[src/rtl/fifo_param_buffer.sv]
`default_nettype none
// ============================================================================
// Module      : fifo_param_buffer
// Description : Synchronous single-clock FIFO with registered read data,
//               occupancy count, almost-full/empty thresholds and sticky
//               overflow/underflow flags.
// Revision    : 1.0 - initial release
// ============================================================================
module fifo_param_buffer #(
    parameter int DATA_WIDTH = 32,
    parameter int DEPTH      = 16,
    parameter int AF_LEVEL   = DEPTH - 2,
    parameter int AE_LEVEL   = 2
) (
    input  logic                    Clk,
    input  logic                    Rst,
    input  logic                    EN,
    input  logic                    CLR,
    input  logic                    WR,
    input  logic [DATA_WIDTH-1:0]   dataIn,
    input  logic                    RD,
    output logic [DATA_WIDTH-1:0]   dataOut,
    output logic                    EMPTY,
    output logic                    FULL,
    output logic                    ALMOST_EMPTY,
    output logic                    ALMOST_FULL,
    output logic [$clog2(DEPTH):0]  COUNT,
    output logic                    OVERFLOW,
    output logic                    UNDERFLOW
);

    localparam int c_ADDR_W = $clog2(DEPTH);
    localparam int c_CNT_W  = c_ADDR_W + 1;

    logic [DATA_WIDTH-1:0] r_mem [DEPTH];
    logic [c_ADDR_W-1:0]   r_wr_ptr;
    logic [c_ADDR_W-1:0]   r_rd_ptr;
    logic [c_CNT_W-1:0]    r_count;
    logic [DATA_WIDTH-1:0] r_data_out;
    logic                  r_overflow;
    logic                  r_underflow;

    logic w_empty;
    logic w_full;
    logic w_rd_ok;
    logic w_wr_ok;

    // Status flags come straight off the count register, no extra pipeline.
    assign w_empty = (r_count == '0);
    assign w_full  = (r_count == c_CNT_W'(DEPTH));

    // A full FIFO still takes a write when a read frees a slot in the same cycle.
    assign w_rd_ok = EN & RD & ~w_empty & ~CLR;
    assign w_wr_ok = EN & WR & ~CLR & (~w_full | w_rd_ok);

    assign EMPTY        = w_empty;
    assign FULL         = w_full;
    assign ALMOST_EMPTY = (r_count <= c_CNT_W'(AE_LEVEL));
    assign ALMOST_FULL  = (r_count >= c_CNT_W'(AF_LEVEL));
    assign COUNT        = r_count;
    assign dataOut      = r_data_out;
    assign OVERFLOW     = r_overflow;
    assign UNDERFLOW    = r_underflow;

    // Storage is deliberately not reset; the zeroed count hides stale entries.
    always_ff @(posedge Clk) begin
        if (w_wr_ok) begin
            r_mem[r_wr_ptr] <= dataIn;
        end
    end

    always_ff @(posedge Clk or negedge Rst) begin
        if (!Rst) begin
            r_wr_ptr    <= '0;
            r_rd_ptr    <= '0;
            r_count     <= '0;
            r_data_out  <= '0;
            r_overflow  <= 1'b0;
            r_underflow <= 1'b0;
        end else if (EN) begin
            if (CLR) begin
                r_wr_ptr    <= '0;
                r_rd_ptr    <= '0;
                r_count     <= '0;
                r_data_out  <= '0;
                r_overflow  <= 1'b0;
                r_underflow <= 1'b0;
            end else begin
                if (w_wr_ok) begin
                    r_wr_ptr <= r_wr_ptr + c_ADDR_W'(1);
                end
                if (w_rd_ok) begin
                    r_data_out <= r_mem[r_rd_ptr];
                    r_rd_ptr   <= r_rd_ptr + c_ADDR_W'(1);
                end
                case ({w_wr_ok, w_rd_ok})
                    2'b10:   r_count <= r_count + c_CNT_W'(1);
                    2'b01:   r_count <= r_count - c_CNT_W'(1);
                    default: r_count <= r_count;
                endcase
                if (WR && !w_wr_ok) begin
                    r_overflow <= 1'b1;
                end
                if (RD && w_empty) begin
                    r_underflow <= 1'b1;
                end
            end
        end
    end

endmodule
`default_nettype wire

[config.mk]
export PLATFORM = sky130hd
export DESIGN_NAME = fifo_param_buffer
export DESIGN_NICKNAME = d
export VERILOG_FILES = /design/src/rtl/fifo_param_buffer.sv
export SDC_FILE = /design/constraint.sdc
export NUM_CORES = 1
export LEC_CHECK = 0
export ABC_AREA = 1
export CAP_MARGIN = 20
export CORE_ASPECT_RATIO = 0.5
export CORE_MARGIN = 8
export CORE_UTILIZATION = 33
export DETAILED_ROUTE_END_ITERATION = 12
export GPL_TIMING_DRIVEN = 0
export PLACE_DENSITY = 0.57
export RECOVER_POWER = 25
export SYNTH_ARGS = -nofsm -noshare
export SYNTH_HDL_FRONTEND = slang
export SYNTH_SLANG_ARGS = --single-unit
[constraint.sdc]
create_clock -name Clk -period 5.07 [get_ports Clk]
set_input_delay 0.7605 -clock Clk [delete_from_list [all_inputs] [get_ports Clk]]
set_output_delay 0.7605 -clock Clk [all_outputs]
set_load 0.005 [all_outputs]
**Yosys cells after proc, flatten, opt, wreduce, memory -nomap -nowiden**

Memory sizes are Yosys's and may differ from the RTL's.
Index checks and enable logic that the tools add are counted.

- Add/subtract/negate cells: 4
- $lt $le $gt $ge: 2
- Eq/ne operators: 3
- Muxes and demuxes: 14
- Bitwise operators: 10
- Reductions and logical operators: 14

Operators by type and width:

| kind | number |
|---|---|
| $mux 32 | 2 |
| $mux 4 | 4 |
| $pmux 5 s2 | 1 |
| $reduce_and 2->1 | 5 |
| $add 4x1->4 const B | 2 |
| $reduce_bool 2->1 | 4 |
| $and 1x1->1 | 6 |
| $mux 1 | 6 |
| $add 5x1->5 const B | 1 |
| $eq 5x5->1 const B | 1 |
| $ge 5x4->1 const B | 1 |
| $le 5x2->1 const B | 1 |
| $logic_not 5->1 | 1 |
| $mux 5 | 1 |
| $sub 5x1->5 const B | 1 |
| $not 1->1 | 3 |
| $reduce_bool 3->1 | 1 |
| $eq 2x1->1 const B | 1 |
| $eq 2x2->1 const B | 1 |
| $logic_and 1x1->1 | 2 |
| $logic_not 1->1 | 1 |
| $or 1x1->1 | 1 |

- Register bits: 47
- RAM bits: 512
- Output and inout port bits: 43
- Logic and storage cells: 54
- Memories: 1

Memory list:

| memory | depth | bits a word | rd ports | clocked after memory_dff | write ports | RTL line | text |
|---|---|---|---|---|---|---|---|
| r_mem | 16 | 32 | 1 | 0 | 1 | 35 | `logic [DATA_WIDTH-1:0] r_mem [DEPTH];` |

**Longest topological paths before layout**

- Depth after elaboration: 10
- Mapped depth: 13

**Worst setup path after synthesis**

No wires, ideal clock.

- Path type: input-to-reg
- From: input WR
- To: memory r_mem[0][0], enable pin
- Setup time: 0.421 ns
- Data arrival time: 2.613 ns
- Data required time: 4.649 ns
- Path slack: 2.036 ns
- Cell stages on the path: 6
- Buffers on the path: 0
- Cell sequence: nand2_1 -> inv_1 -> nand3_1 -> inv_1 -> nand2_1 -> nor2_1

- Word-level cells in the longest chain between the ends: 5

RTL lines:

| what | RTL line | text |
|---|---|---|
| start: declaration | 19 | `input logic WR,` |
| $and 1x1->1 (3 in series) | 54 | `assign w_wr_ok = EN & WR & ~CLR & (~w_full \| w_rd_ok);` |
| $mux 1 | 67 | `if (w_wr_ok) begin` |
| $mux 1 (not written as such) | 68 | `r_mem[r_wr_ptr] <= dataIn;` |
| end: declaration | 35 |  |

No other way between the ends.

**Worst setup path in the final report**

- From: register r_count[1] (netlist: COUNT[1])
- To: output EMPTY

- Word-level cells in the longest chain between the ends: 1

RTL lines:

| what | RTL line | text |
|---|---|---|
| start: declaration | 38 | `logic [c_CNT_W-1:0] r_count;` |
| start signal: assignment | 97 | `2'b10: r_count <= r_count + c_CNT_W'(1);` |
| start signal: assignment | 98 | `2'b01: r_count <= r_count - c_CNT_W'(1);` |
| start signal: assignment | 99 | `default: r_count <= r_count;` |
| $logic_not 5->1 | 49 | `assign w_empty = (r_count == '0);` |
| end: declaration | 23 | `output logic EMPTY,` |

No other way between the ends.

==> metrics.cfg <==
[run_status]
status = finished, violations left
violations = capacitance limit, slew limit

[drt]
via_per_inst = 5.11
drc_errors = 0
wl_per_cell_um = 22.8
routed_wl_mm = 71.5
vias = 16000
ant_nets = 0
first_iter_violations = 1871
firstDrtPassIters = 7

[clock_network]
clk_path_buf_depth = 3
ctsHoldBuffers = 0
cts_resized = 0
cts_sinks = 559
cts_max_level = 2
cts_post_setup_buffers_inserted = 0
cts_tree = built
clk_latency_ps = 610
cts_root_buf = clkbuf_16
clk_pin_slew_ps = 70
cts_made_buffers = 54

[final_layout]
drive_gt1_frac = 0.0864
regArea_um2 = 16600
fin_area_um2 = 27000
syn_to_final_growth_pct = 17.7
multi_input_area_um2 = 5610
layout.nets = 2226
n_fill_cell = 6505

[power_and_ir_drop]
power_w = 0.0128
leakage_nw = 10.2
clkPwrFrac = 0.297
switching_power_w = 0.00441
peakVddDrop_uv = 245
p_per_area_nw_per_um2 = 473
intPower_w = 0.00835
combPwrFrac = 0.292
p_sw_frac = 0.345
pwr-share-seq = 0.411

[floorplanning]
io_pins = 81
fp-row-count = 68
initial_core_util = 0.333
dieArea_um2 = 78600
dieWidth_um = 389
die_h_um = 202
core_region_area_um2 = 68800

[placement]
dp_hpwl_mm = 45.6
io_buffers = 80
pre_cts_ws_ps = 1620
gp_congestion = 0.820
postPlaceCellArea_um2 = 25400

[global_route]
grt_pass1_vias = 15200
grt_use_total = 0.176
grt_max_degree = 26
grt_remaining_overflow = 0
antenna_found_initial = 4
grt_pass1_wl_mm = 103

[yosys]
synth_top_family_by_area = simple AND/OR/NAND/NOR gates
avgSynthCellArea_um2 = 11.3
yosys.area_share.simple = 0.196
ys_seq_area_frac = 0.722
synth_enable_flop_cells = 512
ys_types = 29
synth_mux_area_frac = 0
async_flop_share = 0.0841
synthXorXnorAreaFrac = 0.000382
synthCells = 2024
ys.flop_type = edfxtp_1
ys_ff_latch = 559
syn-num-nets = 2071
synth_fa_ha_area_frac = 0.00524
yosys_warnings = 0
synth_compound_area_frac = 0.0383
syn_area_um2 = 22900

[critical_path]
path_class = flop to output port
crit_start = COUNT[1]$_DFFE_PN0P_
rr_startpoint = COUNT[3]$_DFFE_PN0P_
cp.arrival_ps = 2170
rr_endpoint = r_mem[7][5]$_DFFE_PP_
worstSetupEndpointType = output port
crit_fanout = 6
start_kind = flop
worstPathRequired_ps = 4310
rr_worst_depth = 7
r2r_slack_ps = 2530

[sta]
final.min_clock_period_ps = 2930
fin_crit_sh = 0.579
setup_ws_ps = 2140
clock_skew_ps = 10.3
rsz0062_at_grt = no
finalSetupTns_ps = 0
hold_viol = 0
tightestPinTransition_ps = 1720
slew_violations = 50
slew_headroom = -0.150
setup_viol_count_final = 0
fmax_ghz = 0.341

[min_path]
holdPathEnd = dataOut[16]$_DFFE_PN0P_
holdPathStages = 2
hp-start = dataOut[16]$_DFFE_PN0P_
worst_hold_path_type = flop to flop

[run]
maxCapViolCount = 2

## state kept, by name, summed over array words and instances (netlist names)
register and count:
r_mem 512, dataOut 32, COUNT 5, r_rd_ptr 4, r_wr_ptr 4, OVERFLOW 1, UNDERFLOW 1
## metrics by stage
stage,hold WS [ps],std cells,utilization
after floorplan,465,2024,-
after global placement,462,3014,0.361
after detailed placement,464,3033,0.369
after CTS,221,3133,0.392
after global routing,502,3134,0.392
final,476,3137,0.392
## power groups by stage
stage               Clock (W)  Sequential (W)  Combinational, W
global placement            0         0.00535           0.00364
global route          0.00400         0.00526           0.00402
CTS                   0.00382         0.00525           0.00369
detailed placement          0         0.00534           0.00368
floorplan                   0         0.00534           0.00208
finish                0.00379         0.00525           0.00372
## cell families after synthesis
| logic type | Yosys count |
|---|---|
| compound gates | 171 |
| xor+xnor | 1 |
| fa+ha+maj | 9 |
| buf+inv | 169 |
| flops | 559 |
| simple gates | 1115 |
## synthesized netlist by cell type (4+ instances only)
cell        n  share of area
buf_2      49          0.011
o21ai_1    35         0.0076
nand3_1   204          0.045
buf_1      18         0.0029
o21ai_0    95          0.021
nor2_1    217          0.036
inv_1      55         0.0090
dfrtp_1    47          0.051
ha_1        8         0.0044
edfxtp_1  512           0.67
a21oi_1    33         0.0072
buf_6      17         0.0084
nand2_1   682           0.11
nand4_1     4         0.0011
buf_4      11         0.0036
clkbuf_1   16         0.0026
o211ai_1    7         0.0023
## cell type report
cell class              count  area share
diodes                      4    0.000371
multi-input cells        1296       0.208
clock buffers              74      0.0548
clock inverters            26     0.00464
flip-flops and latches    559       0.614
plain buffers             111      0.0240
inverters                  58     0.00817
repair buffers             99      0.0441
well taps                 910      0.0422
## worst max-delay path: stages (launching register included)
cell and delay, ps:
dfrtp_1 450, nor2_1 240, nand3_2 230, inv_1 130, clkdlybuf4s50_1 520
## placed cells by master, fill, tap and decap left out, types with 7 or more instances in the layout
master	netlist	layout
dfrtp_1	47	47
inv_1	55	55
clkbuf_16	0	55
buf_12	0	14
o21ai_0	95	95
clkinv_1	0	12
nor2_1	217	201
nand3_1	204	204
nand2_1	682	682
buf_1	18	18
nor2_4	1	17
dlygate4sd3_1	0	16
edfxtp_1	512	512
clkinv_2	0	12
ha_1	8	8
buf_2	49	49
o21ai_1	35	35
clkbuf_1	16	34
buf_6	17	17
a21oi_1	33	33
o211ai_1	7	7
buf_4	11	11
clkdlybuf4s50_1	0	63
## routing by layer
| metal | wire length, um | vias to the layer above | share of wire | global-route usage |
|---|---|---|---|---|
| met4 | 1480 | 4 | 0.021 | 0.0455 |
| met2 | 32400 | 810 | 0.45 | 0.277 |
| met1 | 30400 | 7895 | 0.43 | 0.250 |
| met5 | 23 | - | 0.00032 | 0 |
| met3 | 7250 | 105 | 0.10 | 0.0315 |
| li1 | - | 7226 | - | - |
## how the worst max path moves through the flow
stage                         endpoint  slack [ps]  cells after the start
5_1_grt        r_rd_ptr[0]$_DFFE_PN0P_        1670                      2
2_1_floorplan    r_mem[0][0]$_DFFE_PP_        2040                      6
3_3_place_gp     r_mem[1][8]$_DFFE_PP_        -860                      6
3_5_place_dp    r_mem[4][11]$_DFFE_PP_        1620                      7
4_1_cts                          EMPTY        2120                      4
6_report                         EMPTY        2140                      4
(Power assumes the default switching activity.)
==> RTL edit 1, RTL diff (same flow settings) <==
Register the output `UNDERFLOW` once more, cleared by the reset; this adds one clock of latency there. The other outputs are not delayed to match.
--- a/src/rtl/fifo_param_buffer.sv
+++ b/src/rtl/fifo_param_buffer.sv
@@ -60,7 +60,13 @@
     assign COUNT        = r_count;
     assign dataOut      = r_data_out;
     assign OVERFLOW     = r_overflow;
-    assign UNDERFLOW    = r_underflow;
+    always_ff @(posedge Clk or negedge Rst) begin
+        if (!Rst) begin
+            UNDERFLOW <= '0;
+        end else begin
+            UNDERFLOW <= r_underflow;
+        end
+    end
 
     // Storage is deliberately not reset; the zeroed count hides stale entries.
     always_ff @(posedge Clk) begin
Behaviour: not the same (a bounded check fails within 4 cycles, from zero or initial values and one cycle with Rst low).
==> RTL edit 1 against the unedited design <==
- the flow still finishes with violations (capacitance limit, slew limit)
- critical path depth is 3 lower
- register-to-register slack worse by 0.02 ns
- sequential cell count is 1 higher
- final area hardly changed
- total power is 0.42% higher
- synthesized area is 0.11% higher
- setup slack worse by 0.29 ns
- sequential share of layout area is 0.073 points higher
- clock skew is 0.0054 ns higher
- wire length is 0.34% lower
- critical path type is now input pin to async pin
- critical endpoint is now dataOut[8]
==> RTL edit 1: results (changes against the unedited design) <==
status: complete, but fails checks
violated checks: capacitance limit, slew limit
Post-Syn Nets: 2072 (+0.048%)
Slowest-stage cell, CP: clkbuf_1
fmax: 310 MHz (-9.1%)
Max transition margin: -1.27 (-1.12)
Total Routing Usage GR: 0.175 (-0.000522)
fin cells: 3136 (-0.032%)
HPWL after detailed placement: 45100 um (-1.1%)
Worst Hold Depth: 0 (-2)
Syn Area/Cell: 11.3 um^2 (about the same)
LEAKAGE: 10.2 nW (about the same)
DR iter-0 viols: 1787 (-4.5%)
number of cells after detailed placement: 3031 (-0.066%)
proportion of layout cells with a drive suffix above 1: 0.0860 (-0.000411)
Final Max Tran Viols: 49 (-2.0%)
Seq/Total Area, Yosys: 0.723 (about the same)
met1 Track Usage GR: 0.250 (about the same)
max-cap viol count: 1 (-1)
ys async rst share: 0.0857 (+0.00164)
Reg2Reg Capture Point: r_mem[1][9]
M1 WL: 30600 um (+0.74%)
number of global-route vias before repair: 14844 (-2.2%)
hold path start: r_underflow
Hold Path Sink: UNDERFLOW
nets@finish: 2225 (-0.045%)
GPL Wtd Cong: 0.813 (-0.88%)
reg2reg setup slack: 2.51 ns (-0.02 ns)
met2 wire len: 32100 um (-0.81%)
WHS: 0.383 ns (-0.0931 ns)
dpl ws: 1.61 ns (-0.0138 ns)
Total Routed Length: 71200 um (-0.34%)
largest net degree at the start of global routing: 49 (+88%)
clock-pin slew on the worst setup and hold paths: 0.06 ns
Met3 Routed Length: 6930 um (-4.4%)
Final Skew: 0.0157 ns (+0.00543 ns)
## RTL edit 1: changes by cell type after synthesis, sizes merged
cell	unedited run	this run
dfrtp	47	48
## RTL edit 1: worst reg2reg max path, delay by kind of cell, from the launching register on
family | cells | cell delay, ns
and+or+nand+nor | 5 | 1.34
buffers and inverters | 2 | 0.43
DFF | 1 | 0.45
## RTL edit 1: logic make-up (layout without fill, tap and decap cells)
| logic type | after synthesis | in the layout | share of synthesized area |
|---|---|---|---|
| fa+ha+maj | 9 | 9 | 0.00524 |
| other cells | 0 | 4 | 0 |
| compound gates | 171 | 171 | 0.0382 |
| simple gates | 1115 | 1115 | 0.196 |
| xor+xnor | 1 | 1 | 0.000382 |
| flops | 560 | 560 | 0.723 |
| buf+inv | 169 | 366 | 0.0378 |
## RTL edit 1: worst max-delay path by stage
stage               startpoint      endpoint
global route               Rst   dataOut[18]
floorplan                   WR   r_mem[0][0]
CTS                   COUNT[1]         EMPTY
global placement           CLR  r_mem[1][11]
detailed placement         CLR   r_mem[1][9]
finish                     Rst    dataOut[8]
## RTL edit 1: layout make-up
class / count / area (um^2)
flip-flops and latches: 560 / 16600
clock buffers: 76 / 1480
repair buffers: 97 / 1130
fillers: 6504 / 41900
multi-input cells: 1296 / 5610
clock inverters: 24 / 170
inverters: 58 / 220
well taps: 910 / 1140
plain buffers: 111 / 647
diodes: 4 / 10.0
## RTL edit 1: metrics by stage
stage	power (mW)	area (um^2)	TNS [ns]
floorplan	7.43	22900	0
global placement	8.98	24900	-276.19
detailed placement	9.03	25300	0
CTS	12.8	27000	0
global route	13.4	27000	0
finish	12.8	27000	0
## RTL edit 1: report_power, final
part	total, mW	switching (mW)	internal (mW)	leakage [nW]
logic	3.70	2.55	1.15	4.13
clock network	3.85	1.72	2.13	0.797
registers	5.26	0.0869	5.18	5.26
==> RTL edit 2, RTL diff (same flow settings) <==
Without the edit above. `DATA_WIDTH`: 32 -> 16.
--- a/src/rtl/fifo_param_buffer.sv
+++ b/src/rtl/fifo_param_buffer.sv
@@ -7,7 +7,7 @@
 // Revision    : 1.0 - initial release
 // ============================================================================
 module fifo_param_buffer #(
-    parameter int DATA_WIDTH = 32,
+    parameter int DATA_WIDTH = 16,
     parameter int DEPTH      = 16,
     parameter int AF_LEVEL   = DEPTH - 2,
     parameter int AE_LEVEL   = 2
Interface: changed (resized dataIn and dataOut); port bits go from 81 to 49. No check against the original RTL was run, so the function may have changed too.
==> RTL edit 2 against the unedited design <==
- hold slack better by 0.0012 ns
- critical path type unchanged
- total power down 47%
- sequential cell count is 272 lower
- first-iteration DRC count is 53% lower
- setup slack improved by 0.087 ns
- synthesized area fell by 48%
- largest cell class unchanged
- wire length shrank 52%
- final area down 47%
- highest routed layer unchanged
- fmax rose by 3.1%
==> RTL edit 2: results (changes against the unedited design) <==
status: complete, no violations
number of cells after detailed placement: 1587 (-48%)
count of cell types in the netlist: 31 (+6.9%)
Total Routing Usage GR: 0.155 (-0.0206)
Total Routed Length: 34400 um (-52%)
Final Skew: 0.00992 ns (-0.000358 ns)
Post-CTS Setup Bufs: 0 (unchanged)
dpl ws: 1.96 ns (+0.337 ns)
Pre-antenna DRT Iters: 5 (-2)
Worst-Skew Late Latency: 0.54 ns (-0.07 ns)
Num CTS Buffers: 28 (-48%)
initial antenna violation count: 2 (-2)
Largest register FFs: 256 (-50%)
nets@finish: 1164 (-48%)
Area contributors post-synth: edfxtp_1, nand2_1, dfrtp_1
hold crit path type: register to register
largest net degree at the start of global routing: 20 (-23%)
vias post-DR: 8183 (-49%)
antenna fix cells: 0 (-4)
DR iter-0 viols: 883 (-53%)
Post-Syn Nets: 1069 (-48%)
GPL Wtd Cong: 0.898 (+9.5%)
Synth top cells by count: edfxtp_1, nand2_1, nor2_1, nand3_1, o21ai_0
EDFF count, synth: 256 (-50%)
H-tree depth: 1 (-1)
I/O Buffers: 48 (-40%)
Seq/Total Area, Yosys: 0.704 (-0.0184)
number of global-route vias before repair: 7956 (-48%)
Critical Path Max Stage Delay: 0.51 ns
LEAKAGE: 5.34 nW (-48%)
proportion of layout cells with a drive suffix above 1: 0.112 (+0.0253)
Slowest-stage cell, CP: clkdlybuf4s50_1
Vias/cell: 4.99 (-2.4%)
cells after synthesis: 1038 (-49%)
Max transition margin: 0.263 (+0.413)
first-pass GRT wire length: 50600 um (-51%)
ys async rst share: 0.108 (+0.0239)
Worst IR Drop VDD: 0.226 mV (-7.8%)
HPWL after detailed placement: 23900 um (-48%)
==> RTL edit 2: cell types whose count changed in the layout (fill, tap and decap cells not counted), sizes merged, moves of 31 or more <==
cell,change
buf,-60
clkbuf,-31
edfxtp,-256
nand2,-470
nand3,-101
nor2,-45
o21ai,-47
==> RTL edit 2: critical path, delay by kind of cell (launching register included) <==
family / cells / cell delay, ns
buffers and inverters: 2 / 0.65
flip-flops: 1 / 0.44
AND/OR/NAND/NOR: 2 / 0.45
==> RTL edit 2: stage by stage <==
stage | area, um^2 | power (mW) | util
4_1_cts | 14400 | 6.75 | 0.400
3_5_place_dp | 13400 | 4.67 | 0.374
6_report | 14300 | 6.71 | 0.399
5_1_grt | 14300 | 7.00 | 0.399
2_1_floorplan | 12000 | 3.89 | -
3_3_place_gp | 13100 | 4.63 | 0.365
==> RTL edit 2: layer usage <==
metal | track usage | vias to the layer above | routed length [um]
met3 | 0.0259 | 63 | 2700
li1 | - | 3789 | -
met1 | 0.208 | 3995 | 14700
met2 | 0.256 | 334 | 15900
met5 | 0 | - | 9
met4 | 0.0516 | 2 | 1100
==> RTL edit 2: path summary, 6_finish.rpt <==
check | from | to | slack, ns | cells after the start
min reg2reg | dataOut[12] | dataOut[12] | 0.48 | 2
min in group asynchronous | Rst | dataOut[13] | 0.67 | 1
min | dataOut[12] | dataOut[12] | 0.48 | 2
max | COUNT[1] | EMPTY | 2.22 | 4
max in group asynchronous | Rst | COUNT[1] | 2.97 | 2
max reg2reg | COUNT[4] | r_mem[1][8] | 2.62 | 9
==> RTL edit 2: area by class of cell <==
type / instances / area [um^2]
plain buffers: 53 / 325
clock buffers: 44 / 812
clock inverters: 8 / 110
fillers: 3391 / 21600
inverters: 58 / 218
multi-input cells: 640 / 3050
flip-flops and latches: 287 / 8460
well taps: 484 / 606
repair buffers: 65 / 762
==> RTL edit 2: cell families (layout without fill, tap and decap cells) <==
group / count (synthesis) / in the layout / synth area share
adder cells (fa/ha/maj): 9 / 9 / 0.00999
flip-flops: 287 / 287 / 0.704
AND/OR/NAND/NOR: 499 / 499 / 0.169
XOR/XNOR: 2 / 2 / 0.00146
buffers and inverters: 111 / 228 / 0.0452
AO/OA/AOI/OAI: 130 / 130 / 0.0702
==> RTL edit 2: power breakdown <==
group | internal [mW] | total (mW) | switching (mW)
registers | 2.66 | 2.72 | 0.0626
clock network | 1.25 | 2.09 | 0.846
logic | 0.672 | 1.90 | 1.23
total | 4.58 | 6.71 | 2.14
